[config.mk]
export PLATFORM = sky130hd
export DESIGN_NAME = conv_out_writer
export DESIGN_NICKNAME = d
export VERILOG_FILES = /design/src/rtl/conv_out_writer_pkg.sv /design/src/rtl/conv_out_writer_sync_fifo.sv /design/src/rtl/conv_out_writer.sv
export SDC_FILE = /design/constraint.sdc
export NUM_CORES = 1
export LEC_CHECK = 0
export BUFFER_PORTS_ARGS = -buffer_cell sky130_fd_sc_hd__buf_4
export CAP_MARGIN = 5
export CORE_MARGIN = 4
export CORE_UTILIZATION = 50
export DETAILED_ROUTE_END_ITERATION = 12
export PLACE_DENSITY = 0.7
export SLEW_MARGIN = 40
export SYNTH_ARGS = -nofsm -noshare
export SYNTH_HDL_FRONTEND = slang
export SYNTH_SLANG_ARGS = --single-unit
[constraint.sdc]
create_clock -name clk -period 2.9 [get_ports clk]
set_input_delay 0.29 -clock clk [delete_from_list [all_inputs] [get_ports clk]]
set_output_delay 0.29 -clock clk [all_outputs]
set_load 0.005 [all_outputs]
[src/rtl/conv_out_writer_pkg.sv]
// Shared constants and pixel helpers for the conv output writer.
// Defaults match the 28-wide input map producing a 26x26 valid-conv output.
package conv_out_writer_pkg;

  localparam int FMAP_STRIDE    = 28;
  localparam int ADDR_LEN_DEF   = 9;
  localparam int FIFO_DEPTH_DEF = 4;
  localparam int OUT_COUNT_DEF  = 676;
  localparam int PIXEL_W        = 8;

  function automatic logic signed [7:0] relu8(input logic signed [7:0] v, input logic en);
    return (en && (v < 0)) ? 8'sd0 : v;
  endfunction

endpackage

[src/rtl/conv_out_writer_sync_fifo.sv]
// Small synchronous FIFO; head entry is read straight from storage so the
// consumer sees it the cycle after it is written into an empty FIFO.
module conv_out_writer_sync_fifo #(
  parameter int WIDTH = 18,
  parameter int DEPTH = 4
) (
  input  logic                     clk,
  input  logic                     rst,
  input  logic                     push,
  input  logic                     pop,
  input  logic [WIDTH-1:0]         wdata,
  output logic [WIDTH-1:0]         rdata,
  output logic                     full,
  output logic                     empty,
  output logic [$clog2(DEPTH):0]   level
);

  localparam int PW = $clog2(DEPTH);
  localparam logic [PW:0] FULL_LVL = (PW+1)'(DEPTH);

  logic [WIDTH-1:0] mem [DEPTH];
  logic [PW-1:0]    wr_ptr;
  logic [PW-1:0]    rd_ptr;
  logic             do_push;
  logic             do_pop;

  assign empty   = (level == '0);
  assign full    = (level == FULL_LVL);
  assign do_pop  = pop && !empty;
  // A full FIFO still accepts a push when the head leaves on the same edge.
  assign do_push = push && (!full || do_pop);
  assign rdata   = mem[rd_ptr];

  always_ff @(posedge clk) begin
    if (!rst) begin
      wr_ptr <= '0;
      rd_ptr <= '0;
      level  <= '0;
      for (int i = 0; i < DEPTH; i++) mem[i] <= '0;
    end else begin
      if (do_push) begin
        mem[wr_ptr] <= wdata;
        wr_ptr      <= wr_ptr + 1'b1;
      end
      if (do_pop) rd_ptr <= rd_ptr + 1'b1;
      case ({do_push, do_pop})
        2'b10:   level <= level + 1'b1;
        2'b01:   level <= level - 1'b1;
        default: level <= level;
      endcase
    end
  end

endmodule

[src/rtl/conv_out_writer.sv]
// Buffers finished conv pixels (with optional ReLU) and drains them to the
// output feature-map RAM, pulsing frame_done once per complete output map.
module conv_out_writer
  import conv_out_writer_pkg::*;
#(
  parameter int ADDR_LEN   = ADDR_LEN_DEF,
  parameter int FIFO_DEPTH = FIFO_DEPTH_DEF,
  parameter int RELU       = 1,
  parameter int OUT_COUNT  = OUT_COUNT_DEF
) (
  input  logic                          clk,
  input  logic                          rst,
  input  logic                          acc_enable,
  input  logic                          flush_acc,
  input  logic signed [7:0]             result,
  input  logic [ADDR_LEN:0]             addr,
  input  logic                          mem_ready,
  output logic                          mem_we,
  output logic [ADDR_LEN:0]             mem_addr,
  output logic signed [7:0]             mem_data,
  output logic [$clog2(FIFO_DEPTH):0]   fill_level,
  output logic                          overflow,
  output logic                          frame_done
);

  localparam int ENTRY_W = PIXEL_W + ADDR_LEN + 1;
  localparam int CNT_W   = $clog2(OUT_COUNT + 1);
  localparam logic [CNT_W-1:0] LAST_CNT = CNT_W'(OUT_COUNT - 1);

  logic               push;
  logic               pop;
  logic               full;
  logic               empty;
  logic [ENTRY_W-1:0] wr_entry;
  logic [ENTRY_W-1:0] head;
  logic [CNT_W-1:0]   write_cnt;

  assign push     = flush_acc && !acc_enable;
  assign wr_entry = {relu8(result, RELU != 0), addr};
  assign mem_we   = !empty;
  assign pop      = mem_we && mem_ready;
  assign mem_data = head[ENTRY_W-1 -: PIXEL_W];
  assign mem_addr = head[ADDR_LEN:0];

  conv_out_writer_sync_fifo #(
    .WIDTH(ENTRY_W),
    .DEPTH(FIFO_DEPTH)
  ) u_fifo (
    .clk   (clk),
    .rst   (rst),
    .push  (push),
    .pop   (pop),
    .wdata (wr_entry),
    .rdata (head),
    .full  (full),
    .empty (empty),
    .level (fill_level)
  );

  // A capture lost to a full FIFO is remembered until the next reset.
  always_ff @(posedge clk) begin
    if (!rst) overflow <= 1'b0;
    else if (push && full && !pop) overflow <= 1'b1;
  end

  always_ff @(posedge clk) begin
    if (!rst) begin
      write_cnt  <= '0;
      frame_done <= 1'b0;
    end else begin
      frame_done <= 1'b0;
      if (pop) begin
        if (write_cnt == LAST_CNT) begin
          write_cnt  <= '0;
          frame_done <= 1'b1;
        end else begin
          write_cnt <= write_cnt + 1'b1;
        end
      end
    end
  end

endmodule

==> impl_metrics.env, run 1 <==
export IMPL_drtIter0Drc=226
export IMPL_slew_violations=0
export IMPL_synth_area_leaders="edfxtp_1 (52%), dfxtp_1 (11%), mux4_2 (9.8%)"
export IMPL_grt_max_degree=24
export IMPL_synth_cell_type_count=38
export IMPL_drc=0
export IMPL_vias=2341
export IMPL_ios=47
export IMPL_fin_crit_ns=2.406
export IMPL_path_class="register to register"
export IMPL_detail_route_antenna_nets=0
export IMPL_die_height_um=96.29
export IMPL_drtPass1Iterations=5
export IMPL_async_flop_share_pct=0
export IMPL_dp_hpwl_um=4747
export IMPL_cts_clk_slew_worst_paths_ns=0.08
export IMPL_synth_seq_cells=89
export IMPL_maxCapViolCount=0
export IMPL_synth_area_sq_um=3897
export IMPL_initial_core_util_pct=52.61
export IMPL_hold_path_end="overflow"
export IMPL_die_area_sq_um=9272
export IMPL_die_w_um=96.29
export IMPL_p_leak_uw=0.001716
export IMPL_clock_latency_ns=0.35
export IMPL_routedWlPerCell_um=16.49
export IMPL_timing_rr_start="u_fifo.level[0]"
export IMPL_setup_tns_ns=0
export IMPL_arrival_ns=2.69
export IMPL_netlist_area_leader_share_pct=52.39
export IMPL_vdd_drop_max_mv=0.4577
export IMPL_cp_start_kind="register"
export IMPL_core_area_sq_um=7408
export IMPL_rrSetupSlack_ns=0.49
export IMPL_cp_required_ns=3.18
export IMPL_r2r_end="u_fifo.level[2]"
export IMPL_synth_edf_count=68
export IMPL_routed_via_density=5.308
export IMPL_postSynthCellCount=287
export IMPL_grt_util_all_layers_pct=17.43
export IMPL_min_path_type="primary input to register"
export IMPL_syn_area_per_cell_sq_um=13.58
export IMPL_min_period_over_period_pct=82.98
export IMPL_hold_depth=2
export IMPL_diodes=0
export IMPL_path_max_fanout=6
export IMPL_routabilityCongestion=0.8262
export IMPL_synth_top_area_cell="edfxtp_1"
export IMPL_post_dp_cell_area_sq_um=4355
export IMPL_powerDensity_nw_per_um2=677.6
export IMPL_finalSetupViolations=0
export IMPL_cp_end_kind="register"
export IMPL_fmax_mhz=415.6
export IMPL_holdBufCountCts=0
export IMPL_ctsResizeCount=0
export IMPL_yosysSeqAreaShare_pct=63.18
export IMPL_syn_to_final_growth_pct=16.89
export IMPL_wl_um=7272
export IMPL_cts_root_buffer="clkbuf_8"
export IMPL_drive_gt1_share_pct=30.41
export IMPL_cts_buffer_depth=2
export IMPL_finalClockSkew_ns=0.01202
export IMPL_ys_warn_count=0
export IMPL_grt_pass1_wl_um=11850
export IMPL_reg2reg_depth=8
export IMPL_post_cts_buffers=0
export IMPL_grt_pass1_vias=2372
export IMPL_grt_antenna_before_repair=0
export IMPL_slew_headroom_pct=51.89
export IMPL_hold_slack_ns=0.2316
export IMPL_cts_sinks=89
export IMPL_synth_fp_nets=313
export IMPL_numCtsBuffers=9
export IMPL_hp_start="rst"
export IMPL_cts_tree="yes"
export IMPL_synth_ff_type="edfxtp_1"
export IMPL_hold_violations=0
export IMPL_worst_pin_slew_ns=0.7168
export IMPL_status="complete, no violations"
export IMPL_rsz0062_at_grt="false"
export IMPL_io_buffers=45
export IMPL_synth_most_common_cell="edfxtp_1"
export IMPL_grt_overflow=0
export IMPL_synth_common_cells="edfxtp_1 (68), nor2_1 (43), dfxtp_1 (21)"
export IMPL_nNetsFinal=364
export IMPL_htree_levels=3
export IMPL_final_area_sq_um=4556
export IMPL_rows=31
through the flow:
stage | cells | util (%) | setup slack, ns | power (uW)
2_1_floorplan | 287 | - | 0.5071 | 1976
3_3_place_gp | 426 | 58.79 | 0.5770 | 2253
3_5_place_dp | 426 | 58.79 | 0.5219 | 2269
4_1_cts | 441 | 61.48 | 0.4926 | 3122
5_1_grt | 441 | 61.49 | 0.3934 | 3251
6_report | 441 | 61.49 | 0.4936 | 3087
flip-flops by register name (all words and copies together) (netlist names), named ones only:
| signal | cells |
|---|---|
| u_fifo.level | 3 |
| write_cnt | 10 |
| frame_done | 1 |
| overflow | 1 |
| u_fifo.rd_ptr | 2 |
| u_fifo.wr_ptr | 2 |
| u_fifo.mem | 68 |
final cells by class:
| type | count | area, sq um |
|---|---|---|
| clock buffer | 9 | 123.9 |
| sequential | 89 | 2464 |
| clock inverter | 6 | 75.07 |
| multi-input combinational | 178 | 1345 |
| timing repair buffer | 53 | 397.9 |
| inverter | 7 | 26.28 |
| fill | 577 | 2853 |
| tap | 99 | 123.9 |
power breakdown:
part,total (uW),internal (uW),switching (uW)
logic,698,386,312
clock network,860,407,453
registers,1530,1460,66.0
total,3090,2260,831
per-layer routing:
metal	wire, um	part of all wire [%]	GRT usage, %
met4	110	1.5	7.360
met2	3645	50	28.92
met5	0	0	0
met1	3080	42	22.62
met3	435	6.0	3.049
critical path: stages (launching register included):
cell	delay, ns
dfxtp_1	0.37
or4b_4	0.59
nand2_1	0.13
ha_1	0.20
inv_1	0.06
fa_1	0.38
xor2_1	0.16
or3_1	0.31
a21oi_1	0.14
worst max path at each step:
| stage | startpoint | end | slack (ns) | depth (start not counted) |
|---|---|---|---|---|
| global placement | mem_ready | u_fifo.level[2] | 0.58 | 9 |
| CTS | u_fifo.level[0] | u_fifo.level[2] | 0.49 | 8 |
| floorplan | u_fifo.wr_ptr[0] | u_fifo.mem[1][0] | 0.51 | 3 |
| finish | u_fifo.level[0] | u_fifo.level[2] | 0.49 | 8 |
| detailed placement | u_fifo.level[0] | u_fifo.level[2] | 0.52 | 8 |
| global route | u_fifo.level[0] | u_fifo.level[2] | 0.39 | 8 |
cells in the final DEF (no fill, tap or decap), drive strengths merged, types with 4 or more instances in the layout:
| master | synthesis | layout |
|---|---|---|
| nor4 | 4 | 4 |
| buf | 6 | 53 |
| xnor2 | 6 | 6 |
| inv | 6 | 9 |
| nand3 | 5 | 5 |
| nand2 | 10 | 10 |
| mux4 | 17 | 17 |
| nor3 | 5 | 5 |
| xor2 | 8 | 8 |
| and2 | 30 | 30 |
| a21oi | 4 | 4 |
| o21ai | 6 | 6 |
| nand2b | 8 | 8 |
| edfxtp | 68 | 68 |
| nor2 | 43 | 43 |
| dfxtp | 21 | 21 |
| and3 | 13 | 13 |
| clkbuf | 7 | 9 |
| nand4 | 6 | 6 |
cells by family after synthesis:
kind of cell               count (synthesis)  synth area share, %
muxes                                     17                9.824
xor gates and xnor gates                  14                3.146
adders and majority gates                  3                1.156
buffers and inverters                     20                2.311
other                                      1              0.09622
AOI/OAI and AO/OA                         12                1.669
DFF                                       89                63.18
and+or+nand+nor                          131                18.62
No activity file was read; power rests on OpenSTA's default activity.
==> inputs of run 2 (changes only) <==
ABC_AREA = 1   (was default)
PLACE_DENSITY = 0.73   (was 0.7)
clock period = 2 ns   (was 2.9 ns; I/O delays follow)
==> run 2 against run 1 <==
Sequential power up 41%. Via count up 26%. First-iteration DRC count down 18%. Core utilization down 0.81 points. Fmax up 30%. Global-route usage up 1.2 points. Die area up 2.1%. Largest cell class unchanged.
==> impl_metrics.env, run 2 <==
export IMPL_routabilityCongestion=0.8631
export IMPL_io_buffers=45
export IMPL_worst_pin_slew_ns=0.5443
export IMPL_ios=47
export IMPL_hp_start="acc_enable"
export IMPL_synth_seq_cells=89
export IMPL_clock_latency_ns=0.35
export IMPL_min_period_over_period_pct=92.53
export IMPL_synth_fp_nets=440
export IMPL_initial_core_util_pct=51.60
export IMPL_timing_rr_start="u_fifo.level[1]"
export IMPL_wl_um=8466
export IMPL_dp_hpwl_um=5591
export IMPL_cts_clk_slew_worst_paths_ns=0.09
export IMPL_fin_crit_ns=1.851
export IMPL_largest_register_ff_count=68
export IMPL_path_class="register to register"
export IMPL_cts_sinks=89
export IMPL_synth_ff_type="edfxtp_1"
export IMPL_drc=0
export IMPL_finalSetupViolations=0
export IMPL_slew_headroom_pct=63.67
export IMPL_synth_common_cells="nor2_1 (103), edfxtp_1 (68), nand2_1 (47)"
export IMPL_die_height_um=97.31
export IMPL_hold_depth=3
export IMPL_largestRegisters="u_fifo.mem x68, write_cnt x10, u_fifo.level x3"
export IMPL_p_leak_uw=0.001876
export IMPL_cp_start_kind="register"
export IMPL_grt_antenna_before_repair=0
export IMPL_drtIter0Drc=186
export IMPL_slew_violations=0
export IMPL_synth_area_sq_um=3988
export IMPL_hold_violations=0
export IMPL_layout_common_cells="nor2_1 (103), edfxtp_1 (68), buf_4 (54), nand2_1 (47), inv_1 (44)"
export IMPL_rrSetupSlack_ns=0.15
export IMPL_routedWlPerCell_um=14.83
export IMPL_reg2reg_depth=10
export IMPL_status="complete, no violations"
export IMPL_setup_tns_ns=0
export IMPL_synth_top_area_cell="edfxtp_1"
export IMPL_maxCapViolCount=0
export IMPL_yosysSeqAreaShare_pct=61.75
export IMPL_grt_pass1_vias=3062
export IMPL_rsz0062_at_grt="true"
export IMPL_startpoint="u_fifo.level[1]"
export IMPL_cp_required_ns=2.24
export IMPL_grt_pass1_wl_um=14150
export IMPL_drtPass1Iterations=4
export IMPL_htree_levels=3
export IMPL_synth_area_leaders="edfxtp_1 (51%), dfxtp_1 (11%), nor2_1 (9.7%)"
export IMPL_fmax_mhz=540.3
export IMPL_vias=2945
export IMPL_ys_warn_count=0
export IMPL_powerDensity_nw_per_um2=966.4
export IMPL_rows=32
export IMPL_cp_end_kind="register"
export IMPL_synth_edf_count=68
export IMPL_grt_overflow=0
export IMPL_grt_max_degree=35
export IMPL_nNetsFinal=490
export IMPL_async_flop_share_pct=0
export IMPL_routed_via_density=5.158
export IMPL_grt_util_all_layers_pct=18.63
export IMPL_hold_path_end="overflow"
export IMPL_die_area_sq_um=9468
export IMPL_cts_buffer_depth=2
export IMPL_diodes=0
export IMPL_final_common_cell="nor2_1"
export IMPL_arrival_ns=2.09
export IMPL_fill_cells=642
export IMPL_die_w_um=97.31
export IMPL_numCtsBuffers=9
export IMPL_finalClockSkew_ns=0.006710
export IMPL_hold_slack_ns=0.1751
export IMPL_synth_cell_type_count=31
export IMPL_syn_area_per_cell_sq_um=9.632
export IMPL_vdd_drop_max_mv=0.4662
export IMPL_syn_to_final_growth_pct=17.60
export IMPL_drive_gt1_share_pct=19.83
export IMPL_min_path_type="primary input to register"
export IMPL_postSynthCellCount=414
export IMPL_synth_most_common_cell="nor2_1"
export IMPL_holdBufCountCts=0
export IMPL_detail_route_antenna_nets=0
export IMPL_netlist_area_leader_share_pct=51.21
export IMPL_cts_root_buffer="clkbuf_8"
export IMPL_core_area_sq_um=7727
export IMPL_largest_register="u_fifo.mem"
export IMPL_r2r_end="u_fifo.level[2]"
export IMPL_path_max_fanout=4
export IMPL_cts_tree="yes"
## run 2: cell families after synthesis
kind of cell	after synthesis	share of synthesized area, %
xor+xnor	2	0.4394
fa+ha+maj	3	1.130
other cells	1	0.09404
flops	89	61.75
simple gates	176	19.11
buf+inv	64	6.715
compound gates	79	10.76
## run 2: worst max path at each step
stage	endpoint	slack, ns	depth (start not counted)
floorplan	u_fifo.level[2]	0.06	10
global placement	u_fifo.level[2]	0.18	10
detailed placement	u_fifo.level[2]	0.12	10
CTS	u_fifo.level[2]	0.10	10
global route	mem_addr[5]	-0.002	5
finish	u_fifo.level[2]	0.15	10
## run 2: worst max-delay path, stage by stage (launching register included)
cell     delay, ns
dfxtp_2       0.36
nor2_4        0.17
nand3_4       0.11
nand2_1       0.10
ha_1          0.14
inv_1         0.07
fa_1          0.39
a21oi_1       0.15
o21ai_1       0.09
o21ai_1       0.12
a21oi_1       0.05
## run 2: routing by layer
metal  share of wire, %  GRT usage, %
met5                  0             0
met4                1.2         7.668
met3                5.6         3.733
met2                 53         33.33
met1                 40         21.81
## run 2: layout make-up
cell class / count / area, sq um / area share [%]
sequential: 89 / 2465 / 52.56
multi-input combinational: 261 / 1266 / 27.00
timing repair buffer: 55 / 425.4 / 9.072
inverter: 48 / 180.2 / 3.842
tap: 102 / 127.6 / 2.721
clock buffer: 9 / 123.9 / 2.641
clock inverter: 7 / 101.3 / 2.161
## run 2: repair_timing
action / CTS / global route
gates resized for setup: 0 / 4
buffers inserted: 0 / 0
hold endpoints to repair: 0 / 0
setup endpoints to repair: 0 / 2
## run 2: metrics by stage
stage	std cells	power, uW	cell area [sq um]	worst slack (ns)	util (%)
finish	571	4532	4690	0.1493	60.69
global route	571	4764	4690	-0.002032	60.69
CTS	571	4552	4687	0.1014	60.65
detailed placement	555	3201	4462	0.1220	57.74
global placement	555	3165	4462	0.1824	57.74
floorplan	414	2760	3996	0.06207	-
## run 2: power breakdown
group	switching (uW)	internal (uW)	leakage (uW)
Sequential	61.1	2100	0.000875
Clock	663	715	0.000106
Combinational	570	424	0.000895
Total	1290	3240	0.00188
==> inputs of run 3 (changes only) <==
==> constraint.sdc (replaced) <==
create_clock -name clk -period 2 [get_ports clk]
set_input_delay 0.1 -clock clk [delete_from_list [all_inputs] [get_ports clk]]
set_output_delay 0.1 -clock clk [all_outputs]
set_load 0.005 [all_outputs]
==> run 3 against run 2 <==
Clock-buffer cell count did not move. Via count down 0.31%. Die area is the same. Setup slack improved by 0.077 ns. Fmax is 4.4% higher. Worst hold slack got worse by 0.096 ns. Clock skew grew 0.0042 ns. Register-to-register slack better by 0.08 ns. Sequential share of layout area up 0.056 points. Final area decreased by 0.11%. Critical path depth is the same. Critical endpoint unchanged. Largest power group unchanged.
==> impl_metrics.env, run 3 (synthesis results as in run 2) <==
export IMPL_worst_pin_slew_ns=0.5145
export IMPL_slew_headroom_pct=65.66
export IMPL_timing_rr_start="u_fifo.level[1]"
export IMPL_path_class="register to register"
export IMPL_numCtsBuffers=9
export IMPL_grt_max_degree=35
export IMPL_io_buffers=45
export IMPL_largest_register="u_fifo.mem"
export IMPL_reg2reg_depth=10
export IMPL_powerDensity_nw_per_um2=959.4
export IMPL_drc=0
export IMPL_routabilityCongestion=0.8609
export IMPL_p_leak_uw=0.001876
export IMPL_die_w_um=97.31
export IMPL_maxCapViolCount=0
export IMPL_dp_hpwl_um=5476
export IMPL_holdBufCountCts=0
export IMPL_cp_end_kind="register"
export IMPL_htree_levels=3
export IMPL_post_cts_buffers=0
export IMPL_hold_violations=0
export IMPL_finalClockSkew_ns=0.01092
export IMPL_clock_latency_ns=0.35
export IMPL_largest_register_ff_count=68
export IMPL_drive_gt1_share_pct=20.04
export IMPL_final_common_cell="nor2_1"
export IMPL_hp_start="acc_enable"
export IMPL_finalSetupViolations=0
export IMPL_rsz0062_at_grt="false"
export IMPL_nNetsFinal=490
export IMPL_fin_crit_ns=1.773
export IMPL_path_max_fanout=4
export IMPL_drtPass1Iterations=4
export IMPL_ctsResizeCount=0
export IMPL_cts_sinks=89
export IMPL_wl_um=8307
export IMPL_grt_util_all_layers_pct=18.32
export IMPL_grt_pass1_vias=2894
export IMPL_routed_via_density=5.142
export IMPL_grt_overflow=0
export IMPL_rows=32
export IMPL_largestRegisters="u_fifo.mem x68, write_cnt x10, u_fifo.level x3"
export IMPL_cts_tree="yes"
export IMPL_final_area_sq_um=4684
export IMPL_startpoint="u_fifo.level[1]"
export IMPL_hold_slack_ns=0.07869
export IMPL_detail_route_antenna_nets=0
export IMPL_status="complete, no violations"
export IMPL_layout_common_cells="nor2_1 (103), edfxtp_1 (68), buf_4 (54), nand2_1 (47), inv_1 (44)"
export IMPL_cp_start_kind="register"
export IMPL_drtIter0Drc=162
export IMPL_die_area_sq_um=9468
export IMPL_setup_tns_ns=0
export IMPL_routedWlPerCell_um=14.55
export IMPL_cts_root_buffer="clkbuf_8"
export IMPL_cts_clk_slew_worst_paths_ns=0.08
export IMPL_diodes=0
export IMPL_core_area_sq_um=7727
export IMPL_grt_antenna_before_repair=0
export IMPL_fmax_mhz=563.9
export IMPL_vdd_drop_max_mv=0.5471
export IMPL_post_dp_cell_area_sq_um=4462
export IMPL_syn_to_final_growth_pct=17.48
export IMPL_slew_violations=0
export IMPL_grt_pass1_wl_um=13810
export IMPL_cts_buffer_depth=2
export IMPL_min_period_over_period_pct=88.67
export IMPL_cp_required_ns=2.24
export IMPL_vias=2936
export IMPL_arrival_ns=2.01
export IMPL_ios=47
export IMPL_initial_core_util_pct=51.60
export IMPL_min_path_type="primary input to register"
export IMPL_die_height_um=97.31
export IMPL_hold_depth=3
-- run 3: cell types whose count changed in the layout (fill, tap and decap cells not counted), sizes merged --
cell | previous run | this run
inv | 50 | 49
clkinv | 1 | 2
-- run 3: report_power, final --
group	total (uW)	switching, uW	internal, uW	leakage (uW)
Clock	1340	639	704	0.000106
Sequential	2160	61.1	2100	0.000875
Combinational	992	567	425	0.000895
Total	4490	1270	3230	0.00188
-- run 3: layout make-up --
class / instances / area [sq um]
clock buffers: 9 / 123.9
clock inverters: 7 / 93.84
fillers: 647 / 3043
inverters: 48 / 180.2
multi-input cells: 261 / 1269
flip-flops and latches: 89 / 2465
well taps: 102 / 127.6
repair buffers: 55 / 425.4
-- run 3: metrics by stage --
stage / setup slack, ns / power (uW) / instances / util (%)
2_1_floorplan: 0.06207 / 2760 / 414 / -
3_3_place_gp: 0.1845 / 3165 / 555 / 57.74
3_5_place_dp: 0.1275 / 3197 / 555 / 57.74
6_report: 0.2266 / 4494 / 571 / 60.62
5_1_grt: 0.05336 / 4734 / 571 / 60.62
4_1_cts: 0.1089 / 4525 / 571 / 60.56
-- run 3: path summary, 6_finish.rpt --
kind                     end  slack, ns
max reg2reg  u_fifo.level[2]       0.23
min                 overflow       0.08
max          u_fifo.level[2]       0.23
min reg2reg         register       0.47
-- run 3: critical path, cell delays in order (launching register included) --
cell     delay, ns
dfxtp_2       0.36
nor2_4        0.17
nand3_4       0.10
nand2_1       0.10
ha_1          0.14
inv_1         0.07
fa_2          0.34
a21oi_1       0.14
o21ai_1       0.09
o21ai_1       0.12
a21oi_1       0.05
-- run 3: layer usage --
| layer | part of all wire [%] | vias to the layer above | global-route usage [%] |
|---|---|---|---|
| li1 | - | 1479 | - |
| met1 | 41 | 1373 | 21.68 |
| met2 | 52 | 74 | 32.80 |
| met3 | 5.2 | 10 | 4.235 |
| met4 | 1.4 | 0 | 6.070 |
| met5 | 0 | - | 0 |
